===== src/rtl/bitbang_target.sv =====
// SPI mode-0 target for the bitbang link: oversampled pins, MSB-first
// shift registers, show-ahead FIFO prefetch and a received-word strobe.
module bitbang_target #(
  parameter int W    = 16,
  parameter int SYNC = 2
) (
  input  logic         clock,
  input  logic         reset,
  input  logic         sck,
  input  logic         cs_n,
  input  logic         mosi,
  output logic         miso,
  input  logic [W-1:0] in,
  output logic         get,
  input  logic         empty,
  output logic [W-1:0] out,
  output logic         put,
  output logic         underrun
);

  localparam int CW = $clog2(W);

  typedef enum logic {
    IDLE,
    FRAME
  } state_t;

  state_t        state;
  logic [SYNC:0] sck_q;
  logic [SYNC:0] cs_q;
  logic [SYNC-1:0] mosi_q;
  logic [W-1:0]  hold;
  logic [W-1:0]  tx;
  logic [W-1:0]  rx;
  logic [CW-1:0] count;
  logic          hv;
  logic          last;

  logic sck_rise;
  logic sck_fall;
  logic cs_fall;
  logic cs_rise;
  logic mosi_s;
  logic live;
  logic load;

  assign sck_rise = sck_q[SYNC-1] & ~sck_q[SYNC];
  assign sck_fall = ~sck_q[SYNC-1] & sck_q[SYNC];
  assign cs_fall  = ~cs_q[SYNC-1] & cs_q[SYNC];
  assign cs_rise  = cs_q[SYNC-1] & ~cs_q[SYNC];
  assign mosi_s   = mosi_q[SYNC-1];

  // cs_rise wins over any sck edge seen in the same cycle
  assign live = (state == FRAME) & ~cs_rise;
  assign load = cs_fall | (live & sck_fall & last);
  assign miso = (state == FRAME) ? tx[W-1] : 1'b1;

  always_ff @(posedge clock) begin
    if (!reset) begin
      sck_q  <= '0;
      cs_q   <= '1;
      mosi_q <= '0;
    end else begin
      sck_q  <= {sck_q[SYNC-1:0], sck};
      cs_q   <= {cs_q[SYNC-1:0], cs_n};
      mosi_q <= {mosi_q[SYNC-2:0], mosi};
    end
  end

  always_ff @(posedge clock) begin
    if (!reset) begin
      state    <= IDLE;
      hold     <= '0;
      hv       <= 1'b0;
      tx       <= '1;
      rx       <= '0;
      count    <= '0;
      last     <= 1'b0;
      get      <= 1'b0;
      put      <= 1'b0;
      underrun <= 1'b0;
      out      <= '0;
    end else begin
      put      <= 1'b0;
      underrun <= 1'b0;
      get      <= ~hv & ~empty & ~get;

      // a completing pop refills hold even if a load drains it now
      if (get) begin
        hold <= in;
        hv   <= 1'b1;
      end else if (load) begin
        hv <= 1'b0;
      end

      if (load) begin
        tx       <= hv ? hold : '1;
        underrun <= ~hv;
      end else if (live & sck_fall) begin
        tx <= {tx[W-2:0], 1'b1};
      end

      unique case (state)
        IDLE: begin
          if (cs_fall) begin
            state <= FRAME;
          end
        end
        FRAME: begin
          if (cs_rise) begin
            state <= IDLE;
            count <= '0;
            last  <= 1'b0;
            rx    <= '0;
          end else if (sck_rise) begin
            rx <= {rx[W-2:0], mosi_s};
            if (count == CW'(W - 1)) begin
              count <= '0;
              out   <= {rx[W-2:0], mosi_s};
              put   <= 1'b1;
              last  <= 1'b1;
            end else begin
              count <= count + 1'b1;
            end
          end else if (sck_fall) begin
            last <= 1'b0;
          end
        end
        default: state <= IDLE;
      endcase
    end
  end

endmodule


===== config.mk =====
export PLATFORM = sky130hd
export DESIGN_NAME = bitbang_target
export DESIGN_NICKNAME = d
export VERILOG_FILES = /design/src/rtl/bitbang_target.sv
export SDC_FILE = /design/constraint.sdc
export NUM_CORES = 1
export LEC_CHECK = 0
export ABC_AREA = 0
export ABC_CLOCK_PERIOD_IN_PS = 1900
export CORE_MARGIN = 8
export CORE_UTILIZATION = 54
export CTS_CLUSTER_DIAMETER = 60
export CTS_CLUSTER_SIZE = 24
export DETAILED_ROUTE_END_ITERATION = 12
export PLACE_DENSITY = 0.78
export SETUP_SLACK_MARGIN = 0.05
export SYNTH_ARGS = -nofsm -noshare
export SYNTH_HDL_FRONTEND = slang
export SYNTH_SLANG_ARGS = --single-unit

===== constraint.sdc =====
create_clock -name clock -period 1.9 [get_ports clock]
set_input_delay 0.57 -clock clock [delete_from_list [all_inputs] [get_ports clock]]
set_output_delay 0.57 -clock clock [all_outputs]
set_load 0.01 [all_outputs]

==> impl_metrics.toml, run 1 <==
[outcome]
status = "finished, final reports clean"

[setup_path]
cp_cell_sequence = "clkdlybuf4s50_1"
worst_case_register_to_register_setup_slack_ns = 0.24
endpoint_of_the_worst_register_to_register_path = "tx[0]"
reg2reg_depth = 6
worstPathMaxFanout = 2
critical_path_class = "register to primary output"
worstPathBufferInverterCount = 1
critical_path.endpoint_type = "primary output"
worstSetupStartpointType = "register"
worst-endpoint-arrival_ns = 1.23
reg2reg_from = "sck_q[1]"
crit_path_top_delay_cell = "clkdlybuf4s50_1"
required_time_reported_for_the_critical_path_endpoint_ns = 1.33
critPathTopFamily = "buffers and inverters"
slowest_delay_ns = 0.54

[worst_hold_path]
worstHoldStart = "cs_q[0]"
worst_min_path_class = "register to register"
hold-path-endpoint = "cs_q[1]"
min_delay_path_depth = 1

[finish]
layout-drive-gt1-share_pct = 13.6
syn2layout_area_growth_pct = 23.1
final_common_cell = "dfxtp_1"
final_standard_cell_utilization_of_the_core_pct = 68.5
antennaDiodeCount = 0
final_design_area_no_fill_sq_mm = 0.00406
finalNetCount = 403
most_frequent_cells_in_the_layout = "dfxtp_1, nor2b_1, mux2i_1, clkdlybuf4s50_1, nand2_1"

[synthesis]
syn-num-nets = 361
postSynthCellCount = 336
synth_seq_area_share_pct = 49.2
ys_types = 34
synthesis.area_sq_mm = 0.00329
synth_warnings = 0
seq_cells_post_synth = 81
syn-mean-instance-area_sq_um = 9.80

[sta]
grt_setup_unrepaired = "false"
finalMaxSlewViolations = 0
timing.final.hold_violations = 0
final-setup-viol-count = 0
post-route-period-util_pct = 94.7
worst_slew_margin_rel_pct = 56.1
maxClockFrequency_mhz = 556
fin_worst_skew_ns = 0.00759
setup_tns_ns = 0
fin_crit_ns = 1.80
worst_pin_slew_ns = 0.659

[clocking]
holdBufCountCts = 0
clk_latency_ns = 0.35
cts_root_buf = "clkbuf_8"
worst_setup_hold_path_clk_slew_ns = 0.08
post-cts-setup-buffers = 0
tritoncts.num_buffers = 9
clock_path_buffers = 2
h_tree_levels = 3
cts_resized = 1
tritoncts = "done"
cts_sinks = 81

[power_and_ir_drop]
vdd.ir_drop.worst_uv = 501
p_int_mw = 2.78
switching_power_share_of_the_total_pct = 21.0
seq_power_share_pct = 50.2
switching_power_mw = 0.740
pwr_density_cell_mw_per_mm2 = 868
portion_of_total_power_attributed_to_combinational_logic_pct = 6.6
p_leak_nw = 1.73
clockPowerShare_pct = 43.2

[floorplan]
die_height_microns = 94.1
top_level_ports = 42
floorplan.initialDensity_pct = 55.6
num_rows = 28
die_x_microns = 94.1
die_area_sq_mm = 0.00885
fp.coreArea_sq_mm = 0.00592

[place]
detailedPlacementHpwl_mm = 4.26
port-buffer-count = 41
finalWeightedCongestion = 0.742
dpl_cell_area_sq_mm = 0.00378

[global_routing]
antenna_found_initial = 0
grt_pass1_vias = 2415
grt_first_pass_wirelength_mm = 11.0
grt.overflow.total = 0
grt_max_degree = 47
grt.total_usage_pct = 15.5

[routing]
detail_route.vias_per_cell = 5.17
initialDrtViolationCount = 102
firstDrtPassIters = 4
wl_mm = 6.40
drc = 0
routedWlPerCell_microns = 14.0
detail-route-antenna-nets = 0
total_via_count_in_the_routed_design = 2370

[flow_run]
drv_cap = 0
[worst max path at each step]
stage                         from  endpoint  cells past startpoint
after global routing        out[5]    out[5]                      1
after global placement    sck_q[2]   out[11]                      7
after detailed placement  sck_q[1]     tx[6]                      6
after floorplan           sck_q[2]   out[10]                      8
after CTS                  out[15]   out[15]                      1
final                       out[5]    out[5]                      1
[Yosys cell counts]
library cell	instances	area share, %
and2_1	8	1.5
nand3_1	3	0.46
and3_1	2	0.38
or2_2	16	3.0
nand2_4	1	0.34
buf_2	5	0.76
mux2i_1	33	10
clkbuf_1	10	1.1
xnor2_1	1	0.27
nand2_1	21	2.4
nor4bb_1	1	0.30
maj3_1	2	0.61
nor3_1	3	0.46
nor3b_2	1	0.38
buf_4	5	1.1
nor2_4	2	0.68
a22oi_1	16	3.6
o21ai_0	2	0.30
nand2_2	1	0.19
o21ai_4	1	0.49
nand2b_1	4	0.76
dfxtp_1	81	49
nor2b_1	52	9.9
o21ai_2	1	0.27
buf_1	1	0.11
o211ai_1	16	3.6
buf_6	1	0.34
buf_8	1	0.46
inv_1	6	0.68
ha_1	3	1.1
o2bb2ai_1	1	0.27
a21oi_1	16	2.4
nor2_1	18	2.1
a31oi_1	1	0.19
[state kept, by name, summed over array words and instances, names as in the netlist, 2 cells and up]
signal  flops
sck_q       3
out        16
cs_q        3
hold       16
rx         15
count       4
mosi_q      2
tx         16
[power groups by stage]
stage | logic [mW] | registers [mW] | clock network, mW
after global routing | 0.259 | 1.77 | 1.62
after detailed placement | 0.235 | 1.81 | 0
after global placement | 0.229 | 1.81 | 0
after CTS | 0.236 | 1.77 | 1.53
final | 0.234 | 1.77 | 1.52
after floorplan | 0.154 | 1.80 | 0
[cell families after synthesis]
family	count (synthesis)	share of synthesized area, %
flops	81	49.2
buf+inv	29	4.64
xor+xnor	1	0.266
simple gates	133	22.8
fa+ha+maj	5	1.75
mux	33	10.0
compound gates	54	11.2
[per-layer routing]
metal | up-vias | wire (microns) | global-route usage [%]
met5 | - | 0 | 0
li1 | 1209 | - | -
met2 | 43 | 2980 | 25.1
met4 | 0 | 77 | 5.94
met3 | 8 | 384 | 5.84
met1 | 1110 | 2960 | 18.0
[area by class of cell]
class	instances	area (sq um)
clock buffer	11	141
clock inverter	5	103
fill	472	1870
inverter	6	22.5
multi-input combinational	226	1520
sequential	81	1620
tap	75	93.8
timing repair buffer	54	554
[through the flow]
step	cells	hold WS [ns]	total power [mW]	setup slack, ns
after global routing	458	0.431	3.65	0.0596
after global placement	442	0.389	2.03	0.308
final	458	0.415	3.52	0.101
after CTS	458	0.419	3.54	0.0720
after detailed placement	442	0.401	2.04	0.250
after floorplan	336	0.386	1.95	0.395
(Power assumes the default switching activity.)
==> inputs of run 2 (changes only) <==
--- a/config.mk
+++ b/config.mk
@@ -6,7 +6,7 @@
 export NUM_CORES = 1
 export LEC_CHECK = 0
 export ABC_AREA = 0
-export ABC_CLOCK_PERIOD_IN_PS = 1900
+export ABC_CLOCK_PERIOD_IN_PS = 2000
 export CORE_MARGIN = 8
 export CORE_UTILIZATION = 54
 export CTS_CLUSTER_DIAMETER = 60
==> constraint.sdc (replaced) <==
create_clock -name clock -period 2 [get_ports clock]
set_input_delay 0.6 -clock clock [delete_from_list [all_inputs] [get_ports clock]]
set_output_delay 0.6 -clock clock [all_outputs]
set_load 0.01 [all_outputs]
==> run 2 against run 1 <==
Net effect:
- register-to-register slack better by 0.14 ns
- power down 13%
- flip-flop and latch count unchanged
- global-route usage down 1.0 points
- sequential power down 5%
- clock skew up 0.0012 ns
- worst hold slack worse by 0.0044 ns
- routed wire length down 7.7%
- worst setup slack better by 0.056 ns
- clock power down 24%
- cell area down 2.9%
- final cell count down 0.87%
- critical path type unchanged
- largest cell class unchanged
==> impl_metrics.toml, run 2 (synthesis results as in run 1) <==
[clocking]
clk_latency_ns = 0.35
cts_sinks = 81
h_tree_levels = 3
worst_setup_hold_path_clk_slew_ns = 0.08
tritoncts = "done"
clock_path_buffers = 2
tritoncts.num_buffers = 9
cts_root_buf = "clkbuf_8"
holdBufCountCts = 0

[setup_path]
worstSetupStartpointType = "register"
cp_cell_sequence = "clkdlybuf4s50_1"
worstPathMaxFanout = 2
required_time_reported_for_the_critical_path_endpoint_ns = 1.40
slowest_delay_ns = 0.55
worstPathBufferInverterCount = 1
critPathTopFamily = "buffers and inverters"
crit_path_top_delay_cell = "clkdlybuf4s50_1"
critical_path_class = "register to primary output"
worst-endpoint-arrival_ns = 1.24
critical_path.endpoint_type = "primary output"

[floorplan]
die_area_sq_mm = 0.00885
die_height_microns = 94.1
fp.coreArea_sq_mm = 0.00592
floorplan.initialDensity_pct = 55.6
top_level_ports = 42
die_x_microns = 94.1
num_rows = 28

[global_routing]
antenna_found_initial = 0
grt.overflow.total = 0
grt_pass1_vias = 2376
grt_first_pass_wirelength_mm = 10.4
grt.total_usage_pct = 14.4
grt_max_degree = 83

[finish]
most_frequent_cells_in_the_layout = "dfxtp_1, nor2b_1, clkdlybuf4s50_1, mux2i_1, nand2_1"
final_standard_cell_utilization_of_the_core_pct = 66.5
syn2layout_area_growth_pct = 19.5
layout-drive-gt1-share_pct = 12.9
non_filler_instance_count_after_layout = 454
reg.largest.list = "hold (16), out (16), tx (16)"
area_occupied_by_multi_input_gates_sq_mm = 0.00152
final_common_cell = "dfxtp_1"
antennaDiodeCount = 0
seqCellArea_sq_mm = 0.00162
final.fill_count = 483
finalNetCount = 399

[routing]
drc = 0
route.met2.wl_mm = 2.73
wl_mm = 5.91
met3_layer_wire_length_in_the_routed_design_microns = 304
routedWlPerCell_microns = 13.0
detail-route-antenna-nets = 0
firstDrtPassIters = 4
met1_wl_mm = 2.82
detail_route.vias_per_cell = 5.10
highest-signal-layer = "met4"
initialDrtViolationCount = 67
total_via_count_in_the_routed_design = 2317

[place]
finalWeightedCongestion = 0.736
dp.cells = 438
dp_worst_setup_slack_ns = 0.374
port-buffer-count = 41
detailedPlacementHpwl_mm = 3.82

[sta]
worst_pin_slew_ns = 0.567
finalMaxSlewViolations = 0
fin_worst_skew_ns = 0.00876
fin_crit_ns = 1.84
maxClockFrequency_mhz = 543
setup_tns_ns = 0
worst_slew_margin_rel_pct = 62.2
final-setup-viol-count = 0
timing.final.hold_violations = 0
layout_setup_ws_ns = 0.158
grt_setup_unrepaired = "false"
post-route-period-util_pct = 92.1

[outcome]
status = "finished, final reports clean"

[power_and_ir_drop]
pwr_density_cell_mw_per_mm2 = 776
vdd.ir_drop.worst_uv = 452
p_leak_nw = 1.47

[flow_run]
drv_cap = 0

[worst_hold_path]
worst_min_path_class = "register to register"
==> run 2: changes by cell type in the layout (fill, tap and decap cells not counted) <==
cell | before | now
dlymetal6s2s_1 | 11 | 0
clkbuf_8 | 10 | 9
buf_12 | 2 | 1
clkinv_2 | 1 | 2
clkinvlp_4 | 1 | 3
bufinv_16 | 3 | 1
clkinv_4 | 0 | 1
clkbuf_1 | 1 | 0
clkdlybuf4s50_1 | 28 | 39
buf_4 | 11 | 8
==> run 2: final cells by class <==
class	instances	share of cell area, %
repair buffers	50	12.3
multi-input cells	226	38.6
well taps	75	2.38
inverters	6	0.572
clock buffers	9	3.15
flip-flops and latches	81	41.2
clock inverters	7	1.81
==> run 2: per-stage QoR <==
stage	total power [mW]	cell area (sq um)	hold WS (ns)
6_report	3.05	3940	0.411
5_1_grt	3.18	3940	0.461
4_1_cts	3.09	3940	0.416
3_5_place_dp	1.93	3740	0.398
3_3_place_gp	1.93	3740	0.391
2_1_floorplan	1.86	3290	0.386
==> run 2: repair_timing <==
action | 4_1_cts | 5_1_grt
endpoints found under the setup margin | 1 | 0
setup buffers | 0 | 0
resized for setup | 1 | 0
==> run 2: path summary, 6_finish.rpt <==
path / start / end / slack, ns / depth (start not counted)
hold reg to reg: cs_q[0] / cs_q[1] / 0.41 / 1
hold / removal: cs_q[0] / cs_q[1] / 0.41 / 1
setup / recovery: out[15] / out[15] / 0.16 / 1
setup reg to reg: sck_q[1] / tx[4] / 0.38 / 6
==> run 2: power by group <==
group / internal, mW / switching, mW / total (mW)
Combinational: 0.120 / 0.0945 / 0.215
Sequential: 1.66 / 0.0214 / 1.68
Clock: 0.573 / 0.588 / 1.16
Total: 2.35 / 0.704 / 3.05
==> run 2: layer usage <==
layer	vias to the layer above	global-route usage, %
met5	-	0
met4	0	5.15
met3	4	5.68
met2	40	24.2
met1	1069	16.2
li1	1204	-
==> inputs of run 3 (changes only) <==
--- a/config.mk
+++ b/config.mk
@@ -7,11 +7,14 @@
 export LEC_CHECK = 0
 export ABC_AREA = 0
 export ABC_CLOCK_PERIOD_IN_PS = 2000
+export CAP_MARGIN = 20
+export CORE_ASPECT_RATIO = 0.6
 export CORE_MARGIN = 8
 export CORE_UTILIZATION = 54
 export CTS_CLUSTER_DIAMETER = 60
 export CTS_CLUSTER_SIZE = 24
 export DETAILED_ROUTE_END_ITERATION = 12
+export GPL_TIMING_DRIVEN = 1
 export PLACE_DENSITY = 0.78
 export SETUP_SLACK_MARGIN = 0.05
 export SYNTH_ARGS = -nofsm -noshare
==> run 3 against run 2 <==
Net effect:
- register-to-register slack worse by 0.07 ns
- worst setup slack got worse by 0.025 ns
- utilization barely moved
- worst hold slack gained 0.017 ns
- largest power group unchanged
- die area increased by 0.93%
==> impl_metrics.toml, run 3 (synthesis results as in run 1) <==
[clocking]
cts_sinks = 81
h_tree_levels = 3
tritoncts = "done"
clk_latency_ns = 0.36
cts_root_buf = "clkbuf_8"
holdBufCountCts = 0
post-cts-setup-buffers = 0
tritoncts.num_buffers = 9
clock_path_buffers = 2
cts_resized = 1
worst_setup_hold_path_clk_slew_ns = 0.08

[global_routing]
grt_max_degree = 51
grt_pass1_vias = 2385
grt_first_pass_wirelength_mm = 11.6
antenna_found_initial = 0
grt.overflow.total = 0
grt.total_usage_pct = 16.0

[power_and_ir_drop]
pwr_density_cell_mw_per_mm2 = 814
p_leak_nw = 1.49
vdd.ir_drop.worst_uv = 441

[sta]
timing.final.hold_violations = 0
final-setup-viol-count = 0
worst_slew_margin_rel_pct = 57.1
maxClockFrequency_mhz = 535
worst_pin_slew_ns = 0.643
fin_crit_ns = 1.87
grt_setup_unrepaired = "false"
layout_setup_ws_ns = 0.132
setup_tns_ns = 0
finalMaxSlewViolations = 0
post-route-period-util_pct = 93.4
fin_worst_skew_ns = 0.00591

[floorplan]
floorplan.initialDensity_pct = 54.9
die_x_microns = 117
die_area_sq_mm = 0.00894
num_rows = 22
die_height_microns = 76.5
fp.coreArea_sq_mm = 0.00600
top_level_ports = 42

[setup_path]
critical_path_class = "register to primary output"
worstSetupStartpointType = "register"
cp_cell_sequence = "clkdlybuf4s50_1"
critical_path.endpoint_type = "primary output"
worst-endpoint-arrival_ns = 1.27
crit_path_top_delay_cell = "clkdlybuf4s50_1"
required_time_reported_for_the_critical_path_endpoint_ns = 1.40
worstPathBufferInverterCount = 1
slowest_delay_ns = 0.55
worst_case_register_to_register_setup_slack_ns = 0.31
worstPathMaxFanout = 2
critPathTopFamily = "buffers and inverters"

[finish]
reg.largest.list = "hold (16), out (16), tx (16)"
finalNetCount = 399
syn2layout_area_growth_pct = 21.2
layout-drive-gt1-share_pct = 12.9
antennaDiodeCount = 0
most_frequent_cells_in_the_layout = "dfxtp_1, nor2b_1, clkdlybuf4s50_1, mux2i_1, nand2_1"
final_common_cell = "dfxtp_1"

[place]
detailedPlacementHpwl_mm = 4.37
dp_worst_setup_slack_ns = 0.345
finalWeightedCongestion = 0.776
port-buffer-count = 41

[routing]
wl_mm = 6.68
firstDrtPassIters = 4
detail_route.vias_per_cell = 5.13
detail-route-antenna-nets = 0
routedWlPerCell_microns = 14.4
initialDrtViolationCount = 139
total_via_count_in_the_routed_design = 2375
drc = 0

[worst_hold_path]
worst_min_path_class = "register to register"

[outcome]
status = "finished, final reports clean"

[flow_run]
drv_cap = 0
[run 3: changes by cell type in the layout (fill, tap and decap cells not counted), sizes merged]
| cell | previous run | this run |
|---|---|---|
| inv | 6 | 8 |
| bufinv | 1 | 2 |
| clkinvlp | 3 | 0 |
[run 3: final cells by class]
cell class	count	area, sq um
fill	496	2010
multi-input combinational	226	1520
clock buffer	9	124
clock inverter	7	103
sequential	81	1620
inverter	6	22.5
tap	84	105
timing repair buffer	50	497
[run 3: where the power goes]
group	internal (mW)	switching [mW]	total, mW
logic	0.122	0.0989	0.221
registers	1.66	0.0238	1.68
clock network	0.718	0.630	1.35
total	2.50	0.753	3.25
[run 3: final timing paths]
path	endpoint	cells past startpoint	start
setup / recovery	out[1]	1	out[1]
hold / removal	cs_q[1]	1	cs_q[0]
setup reg to reg	tx[0]	6	sck_q[1]
hold reg to reg	cs_q[1]	1	cs_q[0]
[run 3: routing by layer]
metal,global-route usage [%],up-vias,wire [microns]
li1,-,1207,-
met1,21.6,1106,3400
met2,22.5,47,2780
met3,6.17,15,380
met4,5.97,0,123
met5,0,-,0
[run 3: stage by stage]
step,power [mW],instances,instance area (sq um),hold slack (ns),utilization (%)
after floorplan,1.86,336,3290,0.386,-
after global placement,1.93,447,3770,0.395,62.8
after detailed placement,1.94,447,3770,0.404,62.8
after CTS,3.27,463,3990,0.433,66.5
after global routing,3.37,463,3990,0.445,66.5
final,3.25,463,3990,0.427,66.5
